[src/rtl/math_div_seq.sv]
// Signed iterative restoring divider: one quotient bit per enabled cycle,
// valid/ready on both sides, quotient truncated toward zero.
module math_div_seq #(
    parameter int WIDTH = 16
) (
    input  logic             clk,
    input  logic             rst_n,
    input  logic             ena,
    input  logic             in_valid,
    output logic             in_ready,
    input  logic [WIDTH-1:0] din_num,
    input  logic [WIDTH-1:0] din_den,
    output logic             out_valid,
    input  logic             out_ready,
    output logic [WIDTH-1:0] dout_quo,
    output logic [WIDTH-1:0] dout_rem,
    output logic             div_zero,
    output logic             ovf
);

    localparam int CW = (WIDTH > 1) ? $clog2(WIDTH) : 1;
    localparam logic [WIDTH-1:0] MAX_POS  = {1'b0, {(WIDTH-1){1'b1}}};
    localparam logic [WIDTH-1:0] MOST_NEG = {1'b1, {(WIDTH-1){1'b0}}};

    typedef enum logic [2:0] {S_IDLE, S_PREP, S_CALC, S_FIX, S_DONE} state_t;

    state_t           state_q, state_d;
    logic             rdy_q, rdy_d;
    logic [WIDTH-1:0] num_q, num_d;
    logic [WIDTH-1:0] den_q, den_d;
    logic             num_neg_q, num_neg_d;
    logic             den_neg_q, den_neg_d;
    logic             dz_q, dz_d;
    logic             ov_q, ov_d;
    logic [WIDTH:0]   den_abs_q, den_abs_d;
    logic [WIDTH:0]   rem_q, rem_d;
    logic [WIDTH-1:0] quo_q, quo_d;
    logic [CW-1:0]    cnt_q, cnt_d;
    logic             out_valid_q, out_valid_d;
    logic [WIDTH-1:0] quo_out_q, quo_out_d;
    logic [WIDTH-1:0] rem_out_q, rem_out_d;
    logic             dz_out_q, dz_out_d;
    logic             ovf_out_q, ovf_out_d;

    logic [WIDTH+1:0] shifted;
    logic [WIDTH+1:0] diff;
    logic [WIDTH-1:0] q_signed;
    logic [WIDTH-1:0] r_signed;

    // rdy_q keeps in_ready low until the first enabled edge after reset release.
    assign in_ready  = ena & rdy_q & (state_q == S_IDLE);
    assign out_valid = out_valid_q;
    assign dout_quo  = quo_out_q;
    assign dout_rem  = rem_out_q;
    assign div_zero  = dz_out_q;
    assign ovf       = ovf_out_q;

    always_comb begin
        // NOTE: every _d starts as its _q so no path through this block can infer a latch.
        state_d     = state_q;
        rdy_d       = rdy_q;
        num_d       = num_q;
        den_d       = den_q;
        num_neg_d   = num_neg_q;
        den_neg_d   = den_neg_q;
        dz_d        = dz_q;
        ov_d        = ov_q;
        den_abs_d   = den_abs_q;
        rem_d       = rem_q;
        quo_d       = quo_q;
        cnt_d       = cnt_q;
        out_valid_d = out_valid_q;
        quo_out_d   = quo_out_q;
        rem_out_d   = rem_out_q;
        dz_out_d    = dz_out_q;
        ovf_out_d   = ovf_out_q;

        // Partial remainder stays below |den| <= 2^(WIDTH-1), so WIDTH+2 bits hold the trial sign.
        shifted  = {rem_q, quo_q[WIDTH-1]};
        diff     = shifted - {1'b0, den_abs_q};
        q_signed = (num_neg_q ^ den_neg_q) ? -quo_q : quo_q;
        r_signed = num_neg_q ? -rem_q[WIDTH-1:0] : rem_q[WIDTH-1:0];

        if (ena) begin
            rdy_d = 1'b1;
            unique case (state_q)
                S_IDLE: begin
                    if (in_valid && rdy_q) begin
                        num_d   = din_num;
                        den_d   = din_den;
                        state_d = S_PREP;
                    end
                end
                S_PREP: begin
                    num_neg_d = num_q[WIDTH-1];
                    den_neg_d = den_q[WIDTH-1];
                    // Unsigned WIDTH-bit negation yields 2^(WIDTH-1) for the most-negative value.
                    quo_d     = num_q[WIDTH-1] ? -num_q : num_q;
                    den_abs_d = {1'b0, (den_q[WIDTH-1] ? -den_q : den_q)};
                    dz_d      = (den_q == '0);
                    ov_d      = (num_q == MOST_NEG) && (den_q == '1);
                    rem_d     = '0;
                    cnt_d     = CW'(WIDTH - 1);
                    state_d   = S_CALC;
                end
                S_CALC: begin
                    if (!diff[WIDTH+1]) begin
                        rem_d = diff[WIDTH:0];
                        quo_d = {quo_q[WIDTH-2:0], 1'b1};
                    end else begin
                        rem_d = shifted[WIDTH:0];
                        quo_d = {quo_q[WIDTH-2:0], 1'b0};
                    end
                    cnt_d = cnt_q - CW'(1);
                    if (cnt_q == '0) begin
                        state_d = S_FIX;
                    end
                end
                S_FIX: begin
                    if (dz_q) begin
                        quo_out_d = num_neg_q ? MOST_NEG : MAX_POS;
                        rem_out_d = num_q;
                    end else if (ov_q) begin
                        quo_out_d = MAX_POS;
                        rem_out_d = '0;
                    end else begin
                        quo_out_d = q_signed;
                        rem_out_d = r_signed;
                    end
                    dz_out_d    = dz_q;
                    ovf_out_d   = ov_q && !dz_q;
                    out_valid_d = 1'b1;
                    state_d     = S_DONE;
                end
                S_DONE: begin
                    if (out_ready) begin
                        out_valid_d = 1'b0;
                        state_d     = S_IDLE;
                    end
                end
                default: state_d = S_IDLE;
            endcase
        end
    end

    // NOTE: state registers use non-blocking assignment so every flop samples pre-edge values.
    always_ff @(posedge clk or negedge rst_n) begin
        if (!rst_n) begin
            state_q     <= S_IDLE;
            rdy_q       <= 1'b0;
            num_q       <= '0;
            den_q       <= '0;
            num_neg_q   <= 1'b0;
            den_neg_q   <= 1'b0;
            dz_q        <= 1'b0;
            ov_q        <= 1'b0;
            den_abs_q   <= '0;
            rem_q       <= '0;
            quo_q       <= '0;
            cnt_q       <= '0;
            out_valid_q <= 1'b0;
            quo_out_q   <= '0;
            rem_out_q   <= '0;
            dz_out_q    <= 1'b0;
            ovf_out_q   <= 1'b0;
        end else begin
            state_q     <= state_d;
            rdy_q       <= rdy_d;
            num_q       <= num_d;
            den_q       <= den_d;
            num_neg_q   <= num_neg_d;
            den_neg_q   <= den_neg_d;
            dz_q        <= dz_d;
            ov_q        <= ov_d;
            den_abs_q   <= den_abs_d;
            rem_q       <= rem_d;
            quo_q       <= quo_d;
            cnt_q       <= cnt_d;
            out_valid_q <= out_valid_d;
            quo_out_q   <= quo_out_d;
            rem_out_q   <= rem_out_d;
            dz_out_q    <= dz_out_d;
            ovf_out_q   <= ovf_out_d;
        end
    end

endmodule

[config.mk]
export PLATFORM = sky130hd
export DESIGN_NAME = math_div_seq
export DESIGN_NICKNAME = d
export VERILOG_FILES = /design/src/rtl/math_div_seq.sv
export SDC_FILE = /design/constraint.sdc
export NUM_CORES = 1
export LEC_CHECK = 0
export CORE_ASPECT_RATIO = 1.1
export CORE_MARGIN = 2
export CORE_UTILIZATION = 52
export DETAILED_ROUTE_END_ITERATION = 8
export PLACE_DENSITY = 0.81
export SLEW_MARGIN = 10
export SYNTH_ARGS = -nofsm -noshare
export SYNTH_HDL_FRONTEND = slang
export SYNTH_SLANG_ARGS = --single-unit
[constraint.sdc]
create_clock -name clk -period 2.4 [get_ports clk]
set_input_delay 0.24 -clock clk [delete_from_list [all_inputs] [get_ports clk]]
set_output_delay 0.24 -clock clk [all_outputs]
set_load 0.01 [all_outputs]
* Word-level counts from Yosys, hierarchy flattened
Cells that the tools add are included.
** Cells by class
- Add/subtract/negate cells :: 6
- Equality and inequality tests :: 9
- Mux-type cells :: 20
- Bitwise gates (word level) :: 3
- Reductions and logical operators :: 15
** Operator list (count)
- $mux 16 :: 9
- $neg 16->16 :: 4
- $pmux 17 s2 :: 1
- $eq 16x16->1 const B :: 2
- $pmux 16 s2 :: 1
- $sub 18x16->18 :: 1
- $mux 17 :: 1
- $logic_not 16->1 :: 1
- $pmux 3 s5 :: 1
- $mux 3 :: 3
- $pmux 4 s2 :: 1
- $eq 3x2->1 const B :: 2
- $reduce_and 2->1 :: 3
- $reduce_and 3->1 :: 2
- $logic_not 4->1 :: 1
- $ne 2x2->1 const B :: 2
- $reduce_and 4->1 :: 1
- $reduce_bool 2->1 :: 2
- $sub 4x1->4 const B :: 1
- $eq 3x1->1 const B :: 1
- $eq 3x3->1 const B :: 1
- $logic_and 1x1->1 :: 3
- $logic_not 3->1 :: 1
- $and 1x1->1 :: 2
- other kinds (5) :: 6
** Word-level totals
- Flip-flop bits (word level) :: 128
- Input port bits :: 37
- Output and inout port bits :: 36

* Depth between registers and ports, before layout
Gate-level depths: netlist (run 1).
- Word-level depth :: 4
- Depth in mapped cells :: 11
- Gate-level depth less buffers :: 11

* Least setup slack after synthesis (run 1)
Ideal clock, no wire load.
- Kind :: flip-flop to flip-flop
- Start :: register rem_q[0]
- End :: register rem_q[11]
- Library setup time :: 133 ps
- Data arrival time :: 2318 ps
- Data required time :: 2267 ps
- Setup slack :: -51 ps
- Cell stages (with the launch flop) :: 11
- Path buffers :: 2
- Period minus slack after synthesis :: 2451 ps
- Cells stage by stage :: dfrtp_1 -> ha_1 -> nor2b_1 -> o2111ai_1 -> a311oi_1 -> or4_1 -> nand4_1 -> buf_4 -> buf_6 -> mux2i_1 -> o21ai_0
** On the way
- Longest elaborated chain between the ends :: 3
** RTL lines
- from (decl) :: RTL line 36 : logic [WIDTH:0] rem_q, rem_d;
- from (signal assigned) :: RTL line 176 : rem_q <= rem_d;
- $sub 18x16->18 :: RTL line 80 : diff = shifted - {1'b0, den_abs_q};
- $mux 17 :: RTL line 107 : if (!diff[WIDTH+1]) begin
- $pmux 17 s2 :: RTL line 86 : unique case (state_q)
Every way passes these cells.
A chain may end at the register's enable or synchronous reset.

* Final worst setup path (run 1)
- Start :: register den_abs_q[1]
- End :: register rem_q[16]
** On the way
- Longest elaborated chain between the ends :: 3
** RTL lines
- from (decl) :: RTL line 35 : logic [WIDTH:0] den_abs_q, den_abs_d;
- from (signal assigned) :: RTL line 175 : den_abs_q <= den_abs_d;
- $sub 18x16->18 :: RTL line 80
- $mux 17 :: RTL line 107
- $pmux 17 s2 :: RTL line 86
Every way passes these cells.

==> results.cfg, run 1 <==
[run_status]
outcome = finished with violations
violations = negative setup slack

[setup_path]
r2r-start = den_abs_q[1]$_DFFE_PN0P_
worstSetupPathType = reg2reg
worstSetupStartpoint = den_abs_q[1]$_DFFE_PN0P_
start_kind = register
crit_required_ns = 2.77
cp_max_fo = 2
crit_path_end_kind = register
arrival_ns = 2.84

[grt]
grt_max_degree = 53
gr-total-overflow = 0
grt_usage_pct = 24.8
antenna_found_initial = 0
grt_pass1_vias = 6083
grt_pass1_wl_um = 29900

[cts]
clk_latency_ns = 0.43
clk_path_buf_depth = 2
cts_buffers = 17
tritoncts = done
h-tree-depth = 4
clock-sinks = 128
clk_pin_slew_ns = 0.06
cts_root_buf = clkbuf_16

[power]
power.density_mw_per_mm2 = 1620
power_mw = 15.6
irDropWorstVdd_v = 0.000750
leakagePower_nw = 4.24

[synthesis]
yosys-top-cells-area = dfrtp_1 44%, nand2_1 5.9%, o21ai_0 5.9%
netlist_area_sq_mm = 0.00735
ys_ff_latch = 128
synth_nets = 849
synth_top_family_by_area = compound AO/OA/AOI/OAI gates
syn_inst = 789
muxShareOfSynthArea_pct = 7.83
synthSimpleGateAreaFrac_pct = 15.0
synth_adder_area_share_pct = 4.02
synth_compound_area_share_pct = 17.6
syn_avg_cell_area_sq_um = 9.31
yosysTopAreaCell = dfrtp_1
ys_warn_count = 0
synth_ff_type = dfrtp_1
synth_xor_area_share_pct = 7.99
yosysUniqueCellTypes = 54
ys_seq_area_share_pct = 43.6
synth_top_area_share_pct = 43.6
synthTopCellsByCount = 128 x dfrtp_1, 115 x nand2_1, 86 x o21ai_0
yosysMostFrequentCell = dfrtp_1
synth_edf_count = 0
async_reset_ff_share_pct = 100

[timing]
skew_ns = 0.00985
hold_viol_final = 0
final_max_slew_viol_count = 0
rsz0062_at_grt = true
fin_crit_sh_pct = 103
worst_slack_ns = -0.0701
tightest_slew_ns = 0.692
slew_headroom_pct = 53.9
setup_viol = 10
min_period_ns = 2.47
max_freq_mhz = 405
holdWs_ns = 0.416

[drt]
vias = 6375
routedWlPerCell_um = 16.7
routed_via_density = 5.71
drc = 0
drtIter0Drc = 433
firstDrtPassIters = 7
wl_um = 18600
ant_nets = 0

[cells_and_area]
area_growth_pct = 30.7
fin_cells = 1117
final_nets = 978
fill_cells = 1014
antenna_cells = 0
drive_above_1_share_pct = 19.1

[floorplanning]
die_x_um = 117
top_level_ports = 73
dieArea_sq_mm = 0.0151
core-area_sq_mm = 0.0138
initial_core_util_pct = 53.3
chipHeight_um = 129
std_cell_rows = 45

[place]
place_ws_ns = -0.112
place_congestion = 0.881
io_buffers = 72
dpl.hpwl_um = 12900
dp.cells = 1076

[worst_hold_path]
worstHoldPathType = in2async

[run]
max_cap_viol_count = 0
critical path: stages (launching register included):
cell      delay [ns]
dfrtp_1         0.37
inv_2           0.07
buf_4           0.13
buf_4           0.12
fa_2            0.34
a21oi_2         0.19
o221ai_2        0.13
nand4b_1        0.16
a21oi_2         0.08
or4_1           0.47
mux2_4          0.29
nand2_2         0.05
area by class of cell:
type | count | area, sq um | share of cell area [%]
Multi-Input combinational cell | 588 | 4040 | 42.0
Sequential cell | 128 | 3200 | 33.4
Timing Repair Buffer | 148 | 1390 | 14.4
Clock buffer | 20 | 447 | 4.65
Tap cell | 188 | 235 | 2.45
Clock inverter | 10 | 163 | 1.69
Inverter | 35 | 131 | 1.37
flip-flops by register name (all words and copies together), names as in the netlist, 4 cells and up:
| name | cells |
|---|---|
| cnt_q | 4 |
| den_abs_q | 16 |
| den_q | 16 |
| dout_quo | 16 |
| dout_rem | 16 |
| num_q | 16 |
| quo_q | 16 |
| rem_q | 17 |
worst paths after layout:
| kind | end | slack (ns) | cells after the start |
|---|---|---|---|
| hold / removal | div_zero$_DFFE_PN0P_ | 0.42 | 2 |
| hold reg to reg | dout_rem[15]$_DFFE_PN0P_ | 0.47 | 2 |
| setup reg to reg | rem_q[16]$_DFFE_PN0P_ | -0.07 | 11 |
| max in group asynchronous | rem_q[0]$_DFFE_PN0P_ | 1.22 | 3 |
| setup / recovery | rem_q[16]$_DFFE_PN0P_ | -0.07 | 11 |
| min in group clk | den_q[0]$_DFFE_PN0P_ | 0.42 | 2 |
metal layers:
metal,wire length [um],vias up,track usage [%]
li1,-,3065,-
met1,7730,3050,29.5
met2,9490,220,44.6
met3,937,40,4.79
met4,446,0,10.4
met5,0,-,0
report_power, final:
| part | switching (mW) | total [mW] | internal [mW] |
|---|---|---|---|
| Combinational | 4.31 | 8.79 | 4.48 |
| Sequential | 1.03 | 4.09 | 3.06 |
| Clock | 0.944 | 2.69 | 1.75 |
| Total | 6.28 | 15.6 | 9.30 |
through the flow:
stage | utilization, % | cell area, sq um | setup TNS, ns
after floorplan | - | 7360 | 0
after global placement | 63.0 | 8690 | -0.0755
after detailed placement | 63.0 | 8690 | -0.638
after CTS | 68.7 | 9480 | -0.456
after global routing | 69.6 | 9600 | -2.09
final | 69.6 | 9600 | -0.333
timing repair:
item | in CTS | in global routing
pin swaps | 1 | 11
hold buffers | 1 | 0
hold endpoints to repair | 48 | 0
endpoints found under the setup margin | 16 | 23
setup buffers | 3 | 4
resized for setup | 24 | 24
cloned | 2 | 1
layout by cell type, fill, tap and decap left out, types with 17 or more instances in the layout:
master / count
dfrtp_1: 128
nand2_1: 114
clkdlybuf4s50_1: 71
o21ai_0: 70
buf_4: 69
xor2_1: 38
a21oi_1: 38
nor2_1: 34
mux2_2: 34
inv_1: 31
xnor2_1: 28
clkbuf_16: 18
ha_1: 17
cells by family after synthesis:
group,Yosys count
simple gates,237
compound gates,208
flops,128
buf+inv,73
xor+xnor,67
mux,53
fa+ha+maj,23
(Power assumes the default switching activity.)
==> run 2, diff against run 1 <==
--- a/config.mk
+++ b/config.mk
@@ -5,11 +5,14 @@
 export SDC_FILE = /design/constraint.sdc
 export NUM_CORES = 1
 export LEC_CHECK = 0
+export CAP_MARGIN = 20
+export CELL_PAD_IN_SITES_DETAIL_PLACEMENT = 0
+export CELL_PAD_IN_SITES_GLOBAL_PLACEMENT = 1
 export CORE_ASPECT_RATIO = 1.1
 export CORE_MARGIN = 2
-export CORE_UTILIZATION = 52
+export CORE_UTILIZATION = 40
 export DETAILED_ROUTE_END_ITERATION = 8
-export PLACE_DENSITY = 0.81
+export PLACE_DENSITY = 0.8
 export SLEW_MARGIN = 10
 export SYNTH_ARGS = -nofsm -noshare
 export SYNTH_HDL_FRONTEND = slang
==> results.cfg, run 2 (synthesis gave the netlist of run 1 again) <==
[cts]
cts_root_buf = clkbuf_16
h-tree-depth = 4
clock-sinks = 128
clk_path_buf_depth = 2
clk_pin_slew_ns = 0.06
cts_buffers = 17
clk_latency_ns = 0.42
tritoncts = done

[cells_and_area]
final_cell_mix = 128 x dfrtp_1, 115 x nand2_1, 76 x buf_4
final_nets = 987
mostFrequentLayoutCell = dfrtp_1
antenna_cells = 0
area_growth_pct = 32.6
largest_reg_flops = 17
stdcell_area_sq_mm = 0.00974
drive_above_1_share_pct = 19.1
final_util_pct = 54.5
fill_cells = 1624
max_flop_register = rem_q

[drt]
vias = 6116
wl_um = 18300
ant_nets = 0
routedWlPerCell_um = 15.6
firstDrtPassIters = 4
drtIter0Drc = 309
routed_via_density = 5.19
drc = 0

[setup_path]
crit_required_ns = 2.76
cp_slowest_cell = or4_1
path_cells = inv_2 -> ha_1 -> nor2b_1 -> o2111ai_2 -> a311oi_2 -> or4_1 -> nand4_1 -> buf_6 -> clkbuf_16 -> mux2_2 -> nand2_1
arrival_ns = 2.84
worstSetupPathType = reg2reg
worst_path_largest_cell_delay_ns = 0.42
start_kind = register
crit_path_end_kind = register
cp_max_fo = 4

[grt]
antenna_found_initial = 0
grt_pass1_vias = 6003
gr-total-overflow = 0
grt_pass1_wl_um = 30500
grt_max_degree = 70
grt_usage_pct = 19.6

[power]
power_mw = 15.6
swShare_pct = 39.1
pwr-share-seq_pct = 25.5
power_frac_comb_pct = 55.2
power.net_switching_mw = 6.11
power.internal_mw = 9.51
power_frac_clock_pct = 19.3
power.density_mw_per_mm2 = 1600
irDropWorstVdd_v = 0.000639
leakagePower_nw = 4.30

[floorplanning]
dieArea_sq_mm = 0.0195
initial_core_util_pct = 41.1
chipHeight_um = 146
std_cell_rows = 51
core-area_sq_mm = 0.0179
top_level_ports = 73
die_x_um = 133

[timing]
worst_slack_ns = -0.0776
skew_ns = 0.00877
max_freq_mhz = 404
final_max_slew_viol_count = 0
tightest_slew_ns = 1.01
fin_crit_sh_pct = 103
slew_headroom_pct = 32.5
hold_viol_final = 0
setup_viol = 13
min_period_ns = 2.48
rsz0062_at_grt = true
holdWs_ns = 0.270

[place]
dpl.hpwl_um = 13400
io_buffers = 72
place_congestion = 0.887
placed_area_sq_mm = 0.00885
place_ws_ns = -0.0822

[worst_hold_path]
worstHoldPathType = in2async

[run]
max_cap_viol_count = 0

[run_status]
outcome = finished with violations
violations = negative setup slack
[run 2: changes by cell type in the layout (fill, tap and decap cells not counted), sizes merged]
cell,before,now
bufbuf,1,0
bufinv,4,6
buf,74,83
clkbuf,21,25
clkinvlp,2,1
clkinv,4,2
[run 2: power groups by stage]
stage | clock, mW | combinational (mW) | sequential (mW)
after floorplan | 0 | 5.15 | 3.95
after global placement | 0 | 7.77 | 3.97
after detailed placement | 0 | 7.88 | 4.00
after CTS | 3.06 | 8.03 | 3.97
after global routing | 3.17 | 9.59 | 4.11
final | 3.02 | 8.63 | 3.98
[run 2: layout make-up]
class	count	area [sq um]	area share [%]
sequential	128	3200	32.9
multi-input combinational	588	3960	40.6
timing repair buffer	157	1460	15.0
clock buffer	23	488	5.01
inverter	35	131	1.35
tap	238	298	3.06
clock inverter	9	201	2.07
[run 2: timing repair]
| item | CTS | global route |
|---|---|---|
| gates resized for setup | 8 | 26 |
| setup buffers | 1 | 6 |
| pin swaps | 1 | 11 |
| setup endpoints to repair | 18 | 24 |
| cloned | 0 | 2 |
| hold endpoints to repair | 22 | 0 |
| hold buffers | 1 | 0 |
[run 2: per-stage QoR]
| stage | setup TNS (ns) | cells |
|---|---|---|
| after floorplan | 0 | 789 |
| after global placement | -0.0768 | 1136 |
| after detailed placement | -0.665 | 1136 |
| after CTS | -0.137 | 1170 |
| after global routing | -2.75 | 1178 |
| final | -0.368 | 1178 |
[run 2: worst paths after layout]
path                                     startpoint                      end  slack (ns)  cells past startpoint
setup / recovery           den_abs_q[1]$_DFFE_PN0P_    rem_q[16]$_DFFE_PN0P_       -0.08                     11
hold / removal                                rst_n    out_valid$_DFFE_PN0P_        0.27                      2
setup reg to reg           den_abs_q[1]$_DFFE_PN0P_    rem_q[16]$_DFFE_PN0P_       -0.08                     11
hold reg to reg             dout_rem[5]$_DFFE_PN0P_  dout_rem[5]$_DFFE_PN0P_        0.47                      2
max in group asynchronous                     rst_n    den_q[15]$_DFFE_PN0P_        1.45                      3
min in group clk                        din_num[10]    num_q[10]$_DFFE_PN0P_        0.42                      2
[run 2: metal layers]
layer | share of wire (%) | track usage [%] | vias up
met1 | 45 | 25.0 | 2906
met3 | 3.1 | 4.03 | 23
met5 | 0 | 0 | -
met2 | 51 | 33.9 | 108
met4 | 1.8 | 5.64 | 0
li1 | - | - | 3079
[run 2: critical path, delay by kind of cell, from the launching register on]
family          cells  cell delay, ns
simple gates        4            0.75
compound gates      2            0.40
flops               1            0.35
buf+inv             3            0.33
mux                 1            0.32
fa+ha+maj           1            0.27
